===== config.mk =====
export PLATFORM = sky130hd
export DESIGN_NAME = mux_stream_rr
export DESIGN_NICKNAME = d
export VERILOG_FILES = /design/src/rtl/mux_stream_pkg.sv /design/src/rtl/mux_stream_rr_arbiter.sv /design/src/rtl/mux_stream_rr.sv
export SDC_FILE = /design/constraint.sdc
export NUM_CORES = 1
export LEC_CHECK = 0
export ABC_CLOCK_PERIOD_IN_PS = 7700
export BUFFER_PORTS_ARGS = -buffer_cell sky130_fd_sc_hd__clkbuf_2
export CORE_AREA = 5 5 442 444
export CTS_CLUSTER_DIAMETER = 120
export DETAILED_ROUTE_END_ITERATION = 10
export DIE_AREA = 0 0 447 449
export GPL_TIMING_DRIVEN = 1
export PLACE_DENSITY = 0.32
export SYNTH_ARGS = -nofsm -noshare
export SYNTH_HDL_FRONTEND = slang
export SYNTH_SLANG_ARGS = --single-unit

===== constraint.sdc =====
create_clock -name Clock -period 7.7 [get_ports Clock]
set_input_delay 0.77 -clock Clock [delete_from_list [all_inputs] [get_ports Clock]]
set_output_delay 0.77 -clock Clock [all_outputs]
set_load 0.02 [all_outputs]

===== src/rtl/mux_stream_pkg.sv =====
// Shared definitions for the streaming round-robin multiplexer.
package mux_stream_pkg;

  // Selection modes
  localparam logic MODE_FIXED = 1'b0;
  localparam logic MODE_RR    = 1'b1;

  // Ceiling log2, used at elaboration time to validate the select width
  function automatic int clog2(input int value);
    int result;
    result = 0;
    for (int i = 0; i < 32; i++) begin
      if ((64'd1 << i) < 64'(value)) begin
        result = i + 1;
      end else begin
        result = result;
      end
    end
    return result;
  endfunction

endpackage


===== src/rtl/mux_stream_rr_arbiter.sv =====
// Combinational round-robin arbiter: rotates the request vector so the
// pointer position lands on bit 0, picks the lowest set bit, then adds the
// pointer back (mod NrOfChannels) to recover the absolute channel index.
module rr_arbiter
  import mux_stream_pkg::*;
#(
  parameter int NrOfChannels = 32,
  parameter int SelBits      = 5
) (
  input  logic [NrOfChannels-1:0] request,
  input  logic [SelBits-1:0]      pointer,
  output logic [SelBits-1:0]      grantIdx,
  output logic                    grantValid
);

  localparam logic [SelBits:0] ChanCount = (SelBits + 1)'(NrOfChannels);
  localparam logic [SelBits:0] ZeroWide  = {(SelBits + 1){1'b0}};

  logic [2*NrOfChannels-1:0] doubled_s;
  logic [NrOfChannels-1:0]   rotated_s;
  logic [SelBits:0]          safePtr_s;
  logic [SelBits:0]          offset_s;
  logic [SelBits:0]          sum_s;

  // Rotate-and-priority-encode; a pointer outside the channel range is
  // treated as 0 so the search can never run off the doubled vector
  always_comb begin
    safePtr_s  = {1'b0, pointer};
    doubled_s  = {request, request};
    rotated_s  = {NrOfChannels{1'b0}};
    offset_s   = ZeroWide;
    sum_s      = ZeroWide;
    grantIdx   = {SelBits{1'b0}};
    grantValid = |request;

    if (safePtr_s >= ChanCount) begin
      safePtr_s = ZeroWide;
    end else begin
      safePtr_s = {1'b0, pointer};
    end

    rotated_s = NrOfChannels'(doubled_s >> safePtr_s);

    // Scan downward so the lowest set bit is the last one written
    for (int i = NrOfChannels - 1; i >= 0; i--) begin
      if (rotated_s[i]) begin
        offset_s = (SelBits + 1)'(i);
      end else begin
        offset_s = offset_s;
      end
    end

    sum_s = safePtr_s + offset_s;
    if (sum_s >= ChanCount) begin
      sum_s = sum_s - ChanCount;
    end else begin
      sum_s = sum_s;
    end

    grantIdx = sum_s[SelBits-1:0];
  end

endmodule


===== src/rtl/mux_stream_rr.sv =====
// N-channel streaming multiplexer with valid/ready on every input, a single
// registered output slot, and either fixed-select or round-robin arbitration.
module mux_stream_rr
  import mux_stream_pkg::*;
#(
  parameter int NrOfBits     = 32,
  parameter int NrOfChannels = 32,
  parameter int SelBits      = 5
) (
  input  logic                             Clock,
  input  logic                             Reset,
  input  logic                             Enable,
  input  logic                             Mode,
  input  logic [SelBits-1:0]               Sel,
  input  logic [NrOfChannels*NrOfBits-1:0] MuxIn,
  input  logic [NrOfChannels-1:0]          InValid,
  output logic [NrOfChannels-1:0]          InReady,
  output logic [NrOfBits-1:0]              MuxOut,
  output logic                             OutValid,
  input  logic                             OutReady,
  output logic [SelBits-1:0]               OutChan
);

  localparam logic [SelBits:0]   LastChan = (SelBits + 1)'(NrOfChannels - 1);
  localparam logic [SelBits-1:0] ZeroIdx  = {SelBits{1'b0}};

  generate
    if (NrOfChannels < 2 || NrOfChannels > 32) begin : gBadChannelCount
      $error("mux_stream_rr: NrOfChannels must be in 2..32");
    end
    if (SelBits < clog2(NrOfChannels)) begin : gBadSelBits
      $error("mux_stream_rr: SelBits too narrow for NrOfChannels");
    end
  endgenerate

  logic [SelBits-1:0]      rrPtr_r;
  logic [SelBits-1:0]      outChan_r;
  logic [NrOfBits-1:0]     muxOut_r;
  logic                    outValid_r;

  logic [SelBits-1:0]      rrGrant_s;
  logic                    rrValid_s;
  logic                    fixedValid_s;
  logic [SelBits-1:0]      grantIdx_s;
  logic                    grantValid_s;
  logic                    slotFree_s;
  logic                    accept_s;
  logic [NrOfChannels-1:0] inReady_s;
  logic [NrOfBits-1:0]     grantData_s;
  logic [SelBits-1:0]      nextPtr_s;

  rr_arbiter #(
    .NrOfChannels (NrOfChannels),
    .SelBits      (SelBits)
  ) uArbiter (
    .request    (InValid),
    .pointer    (rrPtr_r),
    .grantIdx   (rrGrant_s),
    .grantValid (rrValid_s)
  );

  // Fixed-select qualification: an out-of-range Sel matches no channel,
  // so it never grants and never indexes past the input vector
  always_comb begin
    fixedValid_s = 1'b0;
    for (int i = 0; i < NrOfChannels; i++) begin
      if (Sel == SelBits'(i)) begin
        fixedValid_s = InValid[i];
      end else begin
        fixedValid_s = fixedValid_s;
      end
    end
  end

  // Pick the grant source according to the selection mode
  always_comb begin
    grantIdx_s   = ZeroIdx;
    grantValid_s = 1'b0;
    case (Mode)
      MODE_FIXED: begin
        grantIdx_s   = Sel;
        grantValid_s = fixedValid_s;
      end
      MODE_RR: begin
        grantIdx_s   = rrGrant_s;
        grantValid_s = rrValid_s;
      end
      default: begin
        grantIdx_s   = ZeroIdx;
        grantValid_s = 1'b0;
      end
    endcase
  end

  // Handshake: accept when enabled, the slot is free (or draining this
  // cycle) and a grant exists; ready goes only to the granted channel
  always_comb begin
    slotFree_s  = ~outValid_r | OutReady;
    accept_s    = Enable & slotFree_s & grantValid_s & ~Reset;
    inReady_s   = {NrOfChannels{1'b0}};
    grantData_s = {NrOfBits{1'b0}};
    for (int i = 0; i < NrOfChannels; i++) begin
      if (grantIdx_s == SelBits'(i)) begin
        inReady_s[i] = accept_s;
        grantData_s  = MuxIn[i*NrOfBits +: NrOfBits];
      end else begin
        inReady_s[i] = 1'b0;
      end
    end
  end

  // Round-robin pointer advances to the channel after the winner, wrapping
  always_comb begin
    if ({1'b0, grantIdx_s} == LastChan) begin
      nextPtr_s = ZeroIdx;
    end else begin
      nextPtr_s = grantIdx_s + SelBits'(1'b1);
    end
  end

  // Output slot and pointer; data/channel hold their value when drained
  always_ff @(posedge Clock or posedge Reset) begin
    if (Reset) begin
      muxOut_r   <= {NrOfBits{1'b0}};
      outChan_r  <= ZeroIdx;
      outValid_r <= 1'b0;
      rrPtr_r    <= ZeroIdx;
    end else if (accept_s) begin
      muxOut_r   <= grantData_s;
      outChan_r  <= grantIdx_s;
      outValid_r <= 1'b1;
      if (Mode == MODE_RR) begin
        rrPtr_r <= nextPtr_s;
      end
    end else if (OutReady && outValid_r) begin
      outValid_r <= 1'b0;
    end
  end

  assign InReady  = inReady_s;
  assign MuxOut   = muxOut_r;
  assign OutValid = outValid_r;
  assign OutChan  = outChan_r;

endmodule


Word level (Yosys, flattened, before mapping)
Index checks and enable logic that the tools add are counted.
- shift-type cells: 1
- multiplexer cells: 134
- add/subtract/negate cells: 3
- magnitude comparators: 1
- bitwise gates (word level): 7
- reductions and logical operators: 6
- eq/ne operators: 62
- operators with widths (cell ; number):
    32-bit two-way mux ; 32
    5-bit two-way mux ; 34
    5-bit equality test (second input constant) ; 32
    5-bit by 4-bit equality test with 1-bit output (second input constant) ; 16
    1-bit two-way mux ; 66
    64-bit by 5-bit >> shifter with 32-bit output ; 1
    5-bit by 3-bit equality test with 1-bit output (second input constant) ; 8
    32-bit OR reduction ; 1
    5-bit by 2-bit equality test with 1-bit output (second input constant) ; 4
    5-bit by 1-bit equality test with 1-bit output (second input constant) ; 2
    5-bit logical NOT ; 2
    5-bit one-hot mux with 2 select lines ; 1
    5-bit by 5-bit adder with 6-bit output ; 1
    6-bit >= comparator (second input constant) ; 1
    5-bit by 1-bit adder with 5-bit output (second input constant) ; 1
    5-bit by 1-bit subtractor with 5-bit output (second input constant) ; 1
    1-bit AND ; 3
    1-bit inverter ; 3
    1-bit one-hot mux with 2 select lines ; 1
    2-bit AND reduction ; 1
    2-bit nonzero test ; 1
    1-bit logical AND ; 1
    1-bit OR ; 1
- flip-flop bits (word level): 43
- bits of input ports: 1066
- word-level logic and storage cells: 218

Depth between registers and ports, before layout
Gate-level depths: netlist (run 1).
- depth after elaboration: 70
- depth in mapped cells: 37
- mapped depth without buffers: 30

By module
Synthesis (run 1) repeated with hierarchy kept, for this count alone.
- cell total of the unflattened synthesis: 2024
- area total of the unflattened synthesis: 15623.7 um2
- by module, submodules not included (module ; instances ; cells an instance ; area an instance (um2)):
    mux_stream_rr ; 1 ; 1659 ; 11706.2
    rr_arbiter ; 1 ; 365 ; 3917.5

Least setup slack after synthesis (run 1)
No wires, ideal clock.
- path type: input-to-output
- from: in InValid[23]
- to: out InReady[31]
- path slack: 0.567 ns
- arrival: 6.363 ns
- stages: 30
- path through: mux4_2 -> mux2_2 -> mux2_2 -> o211a_1 -> a31oi_1 -> a31o_2 -> o2111ai_1 -> a211o_1 -> a21o_1 -> o21ai_0 -> o31a_1 -> ha_1 -> inv_1 -> fa_1 -> inv_1 -> a21o_1 -> a21oi_1 -> xnor2_1 -> nor4b_2 -> and3_1 -> nor3_4 -> inv_2 -> buf_6 -> buf_4 -> buf_2 -> ha_1 -> inv_1 -> clkbuf_1 -> clkbuf_1 -> nor2_1
- word-level cells in the longest chain between the ends: 39
- RTL lines (element ; RTL line ; text):
    start, declared ; mux_stream_rr.sv:16 ; input logic [NrOfChannels-1:0] InValid,
    64-bit by 5-bit >> shifter with 32-bit output (*) ; mux_stream_rr_arbiter.sv:42 ; rotated_s = NrOfChannels'(doubled_s >> safePtr_s);
    5-bit two-way mux (31 in series) ; mux_stream_rr_arbiter.sv:46 ; if (rotated_s[i]) begin
    5-bit two-way mux (*) ; mux_stream_rr_arbiter.sv:46 ;
    5-bit by 5-bit adder with 6-bit output (*) ; mux_stream_rr_arbiter.sv:53 ; sum_s = safePtr_s + offset_s;
    5-bit by 1-bit subtractor with 5-bit output or 6-bit >= comparator (tied branches) ; mux_stream_rr_arbiter.sv:55, mux_stream_rr_arbiter.sv:54 ;
    5-bit two-way mux (*) ; mux_stream_rr_arbiter.sv:54 ; if (sum_s >= ChanCount) begin
    5-bit one-hot mux with 2 select lines (*) ; mux_stream_rr.sv:79 ; case (Mode)
    named net grantIdx_s[4] ; mux_stream_rr.sv:44 ; logic [SelBits-1:0] grantIdx_s;
    5-bit equality test (*) ; mux_stream_rr.sv:103 ; if (grantIdx_s == SelBits'(i)) begin
    1-bit two-way mux (*) ; mux_stream_rr.sv:103 ;
    end, declared ; mux_stream_rr.sv:17 ; output logic [NrOfChannels-1:0] InReady,
Mark *: on every way through the listed nets, which the timed path passes. The rest lies on a longest branch.

Worst setup path in the final report (run 1)
- from: reg rrPtr_r[0]
- to: reg muxOut_r[1], in the netlist MuxOut[1]
- word-level cells in the longest chain between the ends: 70
- RTL lines (element ; RTL line ; text):
    start, declared ; mux_stream_rr.sv:36 ; logic [SelBits-1:0] rrPtr_r;
    start signal, assigned ; mux_stream_rr.sv:127 ; rrPtr_r <= ZeroIdx;
    start signal, assigned ; mux_stream_rr.sv:133 ; rrPtr_r <= nextPtr_s;
    64-bit by 5-bit >> shifter with 32-bit output ; mux_stream_rr_arbiter.sv:42 ;
    5-bit two-way mux (32 in series) ; mux_stream_rr_arbiter.sv:46 ;
    5-bit by 5-bit adder with 6-bit output (*) ; mux_stream_rr_arbiter.sv:53 ;
    5-bit by 1-bit subtractor with 5-bit output or 6-bit >= comparator (tied branches) ; mux_stream_rr_arbiter.sv:55, mux_stream_rr_arbiter.sv:54 ;
    5-bit two-way mux (*) ; mux_stream_rr_arbiter.sv:54 ;
    5-bit one-hot mux with 2 select lines (*) ; mux_stream_rr.sv:79 ;
    named net grantIdx_s[1] ; mux_stream_rr.sv:44 ;
    5-bit logical NOT ; mux_stream_rr.sv:103 ;
    32-bit two-way mux (31 in series) ; mux_stream_rr.sv:103 ;
    32-bit two-way mux (*) ; mux_stream_rr.sv:103 ;
    end signal, assigned ; mux_stream_rr.sv:124 ; muxOut_r <= {NrOfBits{1'b0}};
    end signal, assigned ; mux_stream_rr.sv:129 ; muxOut_r <= grantData_s;
    end, declared ; mux_stream_rr.sv:38 ; logic [NrOfBits-1:0] muxOut_r;
Marks and branches as above.
A chain may end at the register's enable or synchronous reset.

==> results of run 1 <==
## power groups by stage
stage / Clock [mW] / Combinational, mW / Sequential [mW]
floorplan: 0 / 5.55 / 0.472
global placement: 0 / 16.6 / 0.423
detailed placement: 0 / 16.5 / 0.425
CTS: 0.350 / 16.8 / 0.416
global route: 0.352 / 17.7 / 0.428
finish: 0.339 / 17.1 / 0.420
## flip-flops by register name, summed over array words and instances, names as in the netlist
signal    cells
OutChan       5
MuxOut       32
OutValid      1
rrPtr_r       5
## synthesized netlist by cell type, types with 18 or more instances
library cell	count	area share
nand2b_1	25	0.011
dfrtp_1	43	0.077
clkbuf_1	171	0.046
o2111ai_1	21	0.013
nor2_1	218	0.058
nand2_1	217	0.058
nand4_1	19	0.0085
a32oi_1	28	0.017
a31oi_1	32	0.014
inv_1	18	0.0048
nand3_1	67	0.024
a22oi_1	44	0.024
a221oi_1	90	0.056
mux2_2	29	0.023
o221ai_1	63	0.039
buf_2	23	0.0082
a222oi_1	36	0.026
a21oi_1	141	0.050
o22ai_1	95	0.042
nor4_1	27	0.012
nor3_1	54	0.019
mux4_2	32	0.051
o21ai_0	199	0.071
mux2i_1	42	0.030
o31ai_1	19	0.010
o211ai_1	36	0.019
a221o_1	40	0.029
a211oi_1	27	0.014
## cells by family after synthesis
logic type               Yosys count
AO/OA/AOI/OAI                    994
XOR/XNOR                           3
adder cells (fa/ha/maj)           11
buffers and inverters            240
flip-flops                        43
multiplexers                     108
AND/OR/NAND/NOR                  699
## worst max-delay path: cells and delay by family (launching register included)
kind	cells	cell delay, ns
adder cells (fa/ha/maj)	3	0.99
AO/OA/AOI/OAI	13	2.95
buffers and inverters	9	1.38
AND/OR/NAND/NOR	3	0.50
multiplexers	3	1.14
flip-flops	1	0.52
## metrics by stage
stage                     area [sq um]  hold WS [ns]  cells
final                            29100         0.384   6270
after global routing             29100         0.400   6242
after CTS                        28600         0.395   6209
after detailed placement         28200         0.483   6195
after global placement           28200         0.467   6195
after floorplan                  14000         0.590   2098
## timing repair
item,4_1_cts,5_1_grt
gates resized for setup,45,73
pin swaps,10,22
setup buffers,7,10
setup endpoints to repair,64,64
## metal layers
| metal | wire length (microns) | GRT usage | vias to the layer above |
|---|---|---|---|
| li1 | - | - | 11781 |
| met1 | 100000 | 0.290 | 14154 |
| met2 | 118000 | 0.395 | 1729 |
| met3 | 20400 | 0.0614 | 381 |
| met4 | 11000 | 0.0872 | 50 |
| met5 | 297 | 0 | - |
## final cells by class
type	instances	area [sq um]	share of cell area
diodes	51	128	0.00438
clock buffers	6	129	0.00442
clock inverters	2	60.1	0.00206
inverters	24	93.8	0.00322
multi-input cells	1815	12700	0.435
flip-flops and latches	43	1080	0.0370
well taps	2526	3160	0.108
repair buffers	1803	11800	0.405
## worst paths after layout
kind / end / slack [ns] / depth (start not counted)
min in group Clock: OutChan[3] / 0.49 / 2
setup / recovery: MuxOut[1] / 0.08 / 31
hold / removal: MuxOut[18] / 0.38 / 2
setup reg to reg: MuxOut[1] / 0.08 / 31
max in group asynchronous: MuxOut[13] / 6.17 / 3
hold reg to reg: OutChan[3] / 0.49 / 2
==> results.toml, run 1 <==
[worst_setup_path]
cp.arrival_ns = 7.87
cpPeakStageDelay_ns = 0.79
crit_fanout = 7
required_ns = 7.94
reg2reg_from = "rrPtr_r[0]"
crit_type = "reg -> reg"
cp_slowest_cell = "a222oi_1"
startpoint_type = "flip-flop"
endpoint_kind = "flip-flop"
startpoint = "rrPtr_r[0]"

[logic_synthesis]
ys_seq_area_frac = 0.0767
ys_warn_count = 0
synth_area_per_cell_sq_um = 6.69
synth_top_family_by_area = "compound AO/OA/AOI/OAI gates"
synthCells = 2098
synth-compound-area-share = 0.501
syn_nets = 3175
syn_area_sq_um = 14000
ys_types = 85
synth_edf_count = 0
synth_xor_area_frac = 0.00187
synth-seq-cells = 43
synth_simple_gate_area_frac = 0.231
synthFlopType = "dfrtp_1"
synthAdderAreaFrac = 0.0103
synth.area.mux_share = 0.109
postSynth.asyncResetShare = 1.00

[timing]
period_needed_ns = 7.62
tightest_slew_ns = 0.930
clock_skew_ns = 0.00836
tns_ns = 0
fmax_mhz = 131
layout_worst_path_cycle_share = 0.990
rsz0062_at_grt = "true"
setup_ws_ns = 0.0764
finalMaxSlewViolations = 0
finalHoldViolations = 0
setup_viol_count_final = 0
relSlewSlack = 0.380

[routing]
drcViolationCount = 0
num_vias = 28095
ant_nets = 0
avgViaCountPerCell = 4.48
drt-total-wl_microns = 249000
first_pass_iters = 8
first_iter_violations = 3111
wl_per_cell_microns = 39.8

[pwr]
power_frac_clock = 0.019
combPwrFrac = 0.957
p_sw_frac = 0.601
switchingPower_mw = 10.7
p_leak_nw = 12.7
powerDensity_nw_per_um2 = 612
p_seq_frac = 0.024
ir_worst_vdd_v = 0.000193
power_mw = 17.8
p_int_mw = 7.11

[global_route]
grt_pass1_wl_microns = 308000
grt_pass1_vias = 27615
overflow = 0
antenna_found_initial = 149
grtUsageTotal = 0.236
grt_max_degree = 81

[place]
portBuffers = 1135
pre_cts_ws_ns = -1.22
gp_congestion = 0.990
place_hpwl_microns = 224000

[floorplan]
core_sq_um = 191000
initial_utilization = 0.0734
die-area_sq_um = 201000
die-height_microns = 449
die_x_microns = 447
io_pins = 1136
rows = 161

[cts]
cts_tree = "done"
numCtsBuffers = 5
root_buffer = "clkbuf_16"
h-tree-depth = 2
ctsHoldBuffers = 0
path_clk_slew_ns = 0.09
cts.sinks = 43
ctsLongestPathBuffers = 2
clk_latency_ns = 0.35

[layout]
final_nets = 4769
final_cell_mix = "1135 x clkbuf_2, 574 x buf_4, 212 x nand2_1, 205 x nor2_1, 178 x o21ai_0"
final_common_cell = "clkbuf_2"
final_core_util = 0.152
drive_above_1_share = 0.546
syn2layout_area_growth_pct = 108
n_fill_cell = 22375

[min_path]
hp-class = "in -> async"

[flow_run]
maxCapViolCount = 0

[outcome]
status = "finished clean"
Power figures use the tool's default switching activity.
==> run 2, diff against run 1 <==
Settings changed: ABC_CLOCK_PERIOD_IN_PS 7700 to 8200, SLEW_MARGIN from default to 40.
Clock period 7.7 ns to 8.2 ns, I/O delays scaled along.
==> run 2 against run 1 <==
Against the previous run: total power shrank 14%; sequential power shrank 6.9%; combinational power shrank 15%; via count is 4.0% lower; count of clock-buffer cells in the layout unchanged; setup slack gained 0.091 ns; clock skew up 0.012 ns; die area unchanged; first-iteration DRC count up 7.6%.
==> results.toml, run 2 (synthesis results as in run 1) <==
[outcome]
status = "finished clean"

[timing]
period_needed_ns = 8.03
finalMaxSlewViolations = 0
fmax_mhz = 124
finalHoldWorstSlack_ns = 0.440
clock_skew_ns = 0.0199
finalHoldViolations = 0
layout_worst_path_cycle_share = 0.980
tightest_slew_ns = 0.963
tns_ns = 0
rsz0062_at_grt = "false"
setup_ws_ns = 0.168
relSlewSlack = 0.354
setup_viol_count_final = 0

[pwr]
p_int_mw = 5.68
p_leak_nw = 11.5
combPwrFrac = 0.958
p_sw_frac = 0.628
switchingPower_mw = 9.61
p_seq_frac = 0.026
ir_worst_vdd_v = 0.000195
power_frac_clock = 0.017
powerDensity_nw_per_um2 = 568

[global_route]
antenna_found_initial = 148
grtUsageTotal = 0.232
overflow = 0
grt_pass1_wl_microns = 303000
grt_max_degree = 82
grt_pass1_vias = 26496

[routing]
num_vias = 26970
first_iter_violations = 3346
drt-total-wl_microns = 246000
drcViolationCount = 0
ant_nets = 0
first_pass_iters = 6
wl_per_cell_microns = 40.5
avgViaCountPerCell = 4.45

[worst_setup_path]
reg2reg_slack_ns = 0.17
startpoint_type = "flip-flop"
crit_fanout = 15
crit_type = "reg -> reg"
startpoint = "rrPtr_r[0]"
cp_slowest_cell = "o21ai_0"
required_ns = 8.42
cpPeakStageDelay_ns = 0.69
cp.arrival_ns = 8.26
critPathTopFamily = "simple AND/OR/NAND/NOR gates"
endpoint_kind = "flip-flop"
reg2reg_from = "rrPtr_r[0]"
crit_buf_inv = 6

[layout]
fin_area_sq_um = 26900
final_core_util = 0.141
final_cell_mix = "1135 x clkbuf_2, 391 x buf_4, 213 x nand2_1, 207 x nor2_1, 189 x o21ai_0"
drive_above_1_share = 0.503
largest_reg_flops = 32
syn2layout_area_growth_pct = 91.8
final_common_cell = "clkbuf_2"
final_nets = 4557
n_fill_cell = 22342

[floorplan]
io_pins = 1136
die-area_sq_um = 201000
core_sq_um = 191000
initial_utilization = 0.0734
rows = 161
die-height_microns = 449
die_x_microns = 447

[flow_run]
maxCapViolCount = 0

[place]
place_area_sq_um = 26500
place_hpwl_microns = 220000
portBuffers = 1135
pre_cts_ws_ns = -0.812
gp_congestion = 0.985

[cts]
h-tree-depth = 2
clk_latency_ns = 0.35
cts.sinks = 43
path_clk_slew_ns = 0.10
ctsLongestPathBuffers = 2
root_buffer = "clkbuf_16"
numCtsBuffers = 5
cts_tree = "done"

[min_path]
hp-class = "in -> async"
run 2: cell types whose count changed in the layout (fill, tap and decap cells not counted), sizes merged:
cell | before | now
bufinv | 2 | 0
clkbuf | 1142 | 1141
clkinvlp | 0 | 1
clkinv | 3 | 4
buf | 667 | 456
diode | 51 | 57
run 2: power groups by stage:
stage	Sequential [mW]	Clock, mW	Combinational (mW)
detailed placement	0.402	0	14.5
finish	0.391	0.255	14.6
floorplan	0.443	0	5.21
global placement	0.402	0	14.6
CTS	0.389	0.271	14.6
global route	0.398	0.267	15.2
run 2: worst paths after layout:
check / cells after the start / end
setup / recovery: 29 / MuxOut[30]
hold / removal: 2 / OutChan[4]
setup reg to reg: 29 / MuxOut[30]
hold reg to reg: 2 / OutChan[3]
max in group asynchronous: 3 / MuxOut[24]
min in group Clock: 2 / OutChan[3]
run 2: through the flow:
step,instances,power (mW)
after floorplan,2098,5.65
after global placement,5992,15.0
after detailed placement,5992,14.9
after CTS,6004,15.3
after global routing,6044,15.9
final,6064,15.3
run 2: metal layers:
metal	track usage	routed length (microns)	vias up
met1	0.278	96300	13521
met4	0.0919	10600	64
met2	0.386	116000	1668
met5	0	394	-
met3	0.0728	22500	360
li1	-	-	11357
run 2: repair_timing:
action                                  in CTS  in global routing
resized for setup                           10                 16
pin swaps                                    5                  5
endpoints found under the setup margin       9                  9
hold buffers                                 0                  0
setup buffers                                4                  3
run 2: final cells by class:
type | instances | area (sq um) | area share
diodes | 57 | 143 | 0.00530
well taps | 2526 | 3160 | 0.117
clock inverters | 2 | 12.5 | 0.000465
inverters | 24 | 93.8 | 0.00349
flip-flops and latches | 43 | 1080 | 0.0402
multi-input cells | 1815 | 12400 | 0.460
clock buffers | 6 | 129 | 0.00479
repair buffers | 1591 | 9910 | 0.368
==> run 3, diff against run 2 <==
Settings changed: ABC_CLOCK_PERIOD_IN_PS 8200 to 6550, CORE_AREA 5 5 442 444 to 5 5 439 441, DIE_AREA 0 0 447 449 to 0 0 444 446, PLACE_DENSITY 0.32 to 0.33.
Clock period 8.2 ns to 6.55 ns, I/O delays scaled along.
==> run 3 against run 2 <==
Against the previous run: the run now ends with setup timing left; die area decreased by 1.3%; final area increased by 22%; clock power rose by 42%; setup slack worse by 0.96 ns.
==> results.toml, run 3 (synthesis results as in run 1) <==
[outcome]
status = "complete, but fails checks"
violations = "setup timing"

[global_route]
grt_pass1_vias = 28588
overflow = 0
antenna_found_initial = 139
grt_pass1_wl_microns = 313000
grtUsageTotal = 0.242
grt_max_degree = 42

[layout]
final_core_util = 0.174
final_cell_mix = "1117 x clkbuf_2, 702 x buf_4, 207 x nand2_1, 193 x nor2_1, 138 x o21ai_0"
largest_reg_flops = 32
n_fill_cell = 21727
final_common_cell = "clkbuf_2"
drive_above_1_share = 0.613
fin_cells = 6467
fin_area_sq_um = 32800
syn2layout_area_growth_pct = 134
final_nets = 4982

[flow_run]
maxCapViolCount = 0

[timing]
fmax_mhz = 136
finalMaxSlewViolations = 0
relSlewSlack = 0.453
finalHoldViolations = 0
setup_viol_count_final = 64
rsz0062_at_grt = "true"
setup_ws_ns = -0.795
layout_worst_path_cycle_share = 1.12
period_needed_ns = 7.34
clock_skew_ns = 0.0296
tightest_slew_ns = 0.821

[pwr]
p_sw_frac = 0.581
p_int_mw = 10.3
switchingPower_mw = 14.3
p_seq_frac = 0.019
combPwrFrac = 0.966
powerDensity_nw_per_um2 = 751
p_leak_nw = 14.3
power_frac_clock = 0.015
ir_worst_vdd_v = 0.000273

[worst_setup_path]
startpoint_type = "flip-flop"
crit_type = "reg -> reg"
cpPeakStageDelay_ns = 0.55
cp.arrival_ns = 7.60
crit_fanout = 11
path_common_cell = "buf_12"
critPathTopFamily = "compound AO/OA/AOI/OAI gates"
crit_buf_inv = 9
endpoint_kind = "flip-flop"
required_ns = 6.80
cp_slowest_cell = "mux4_2"

[floorplan]
initial_utilization = 0.0743
die-height_microns = 446
io_pins = 1136
die-area_sq_um = 198000
rows = 160
core_sq_um = 189000
die_x_microns = 444

[routing]
first_iter_violations = 2987
wl_per_cell_microns = 39.3
drcViolationCount = 0
avgViaCountPerCell = 4.43
ant_nets = 0
drt-total-wl_microns = 254000
num_vias = 28624
first_pass_iters = 9

[cts]
cts_tree = "done"
ctsLongestPathBuffers = 2
clk_latency_ns = 0.38
h-tree-depth = 2
cts.sinks = 43
path_clk_slew_ns = 0.12
ctsHoldBuffers = 0
numCtsBuffers = 5
root_buffer = "clkbuf_16"

[place]
pre_cts_ws_ns = -1.90
dpl.cell_count = 6320
place_area_sq_um = 29500
place_hpwl_microns = 226000
gp_congestion = 1.01
portBuffers = 1135

[min_path]
hp-class = "in -> async"
run 3: cell count changes in the layout (fill, tap and decap cells not counted), sizes merged:
cell	change
buf	+432
clkbuf	-14
diode	-7
bufbuf	+6
clkinvlp	+1
run 3: final cells by class:
type / instances / area, sq um / share of cell area
inverter: 24 / 108 / 0.00328
sequential: 43 / 1080 / 0.0328
clock buffer: 5 / 125 / 0.00381
clock inverter: 3 / 23.8 / 0.000724
timing repair buffer: 2016 / 14200 / 0.434
tap: 2511 / 3140 / 0.0956
antenna: 50 / 125 / 0.00381
multi-input combinational: 1815 / 14000 / 0.426
run 3: repair_timing:
item | CTS | global route
setup endpoints to repair | 64 | 64
resized for setup | 341 | 158
pin swaps | 88 | 76
setup buffers | 66 | 19
cloned | 10 | 2
run 3: path summary, 6_finish.rpt:
kind / start / to / slack, ns / cells after the start
max: rrPtr_r[0] / MuxOut[19] / -0.79 / 35
min: Reset / OutChan[4] / 0.25 / 2
max reg2reg: rrPtr_r[0] / MuxOut[19] / -0.79 / 35
min reg2reg: OutChan[3] / OutChan[3] / 0.51 / 2
max in group asynchronous: Reset / rrPtr_r[0] / 5.11 / 3
min in group Clock: OutChan[3] / OutChan[3] / 0.51 / 2
run 3: routing by layer:
metal  global-route usage  routed length [microns]  share of wire  vias to the layer above
met1                0.294                   102000           0.40                    14354
met3               0.0544                    18400          0.072                      371
met2                0.401                   119000           0.47                     1628
li1                     -                        -              -                    12219
met4                0.120                    14900          0.059                       52
met5                    0                      333         0.0013                        -
run 3: worst register-to-register path: cells and delay by family (launching register included):
family	cells	cell delay [ns]
flip-flops	1	0.42
AO/OA/AOI/OAI	15	2.83
XOR/XNOR	1	0.17
adder cells (fa/ha/maj)	3	0.77
AND/OR/NAND/NOR	4	0.73
buffers and inverters	9	1.18
multiplexers	3	1.16
run 3: through the flow:
stage          TNS (ns)  power [mW]  hold WS (ns)
6_report         -36.38        24.7         0.246
3_3_place_gp     -82.12        21.4         0.468
5_1_grt          -51.34        25.3         0.259
4_1_cts          -41.92        23.9         0.230
2_1_floorplan         0        7.14         0.590
3_5_place_dp     -75.23        21.3         0.484
run 3: power groups by stage:
stage          combinational [mW]  sequential [mW]  clock, mW
6_report                     23.8            0.479      0.362
4_1_cts                      23.0            0.476      0.381
5_1_grt                      24.5            0.488      0.372
3_3_place_gp                 20.9            0.477          0
3_5_place_dp                 20.9            0.480          0
2_1_floorplan                6.59            0.555          0
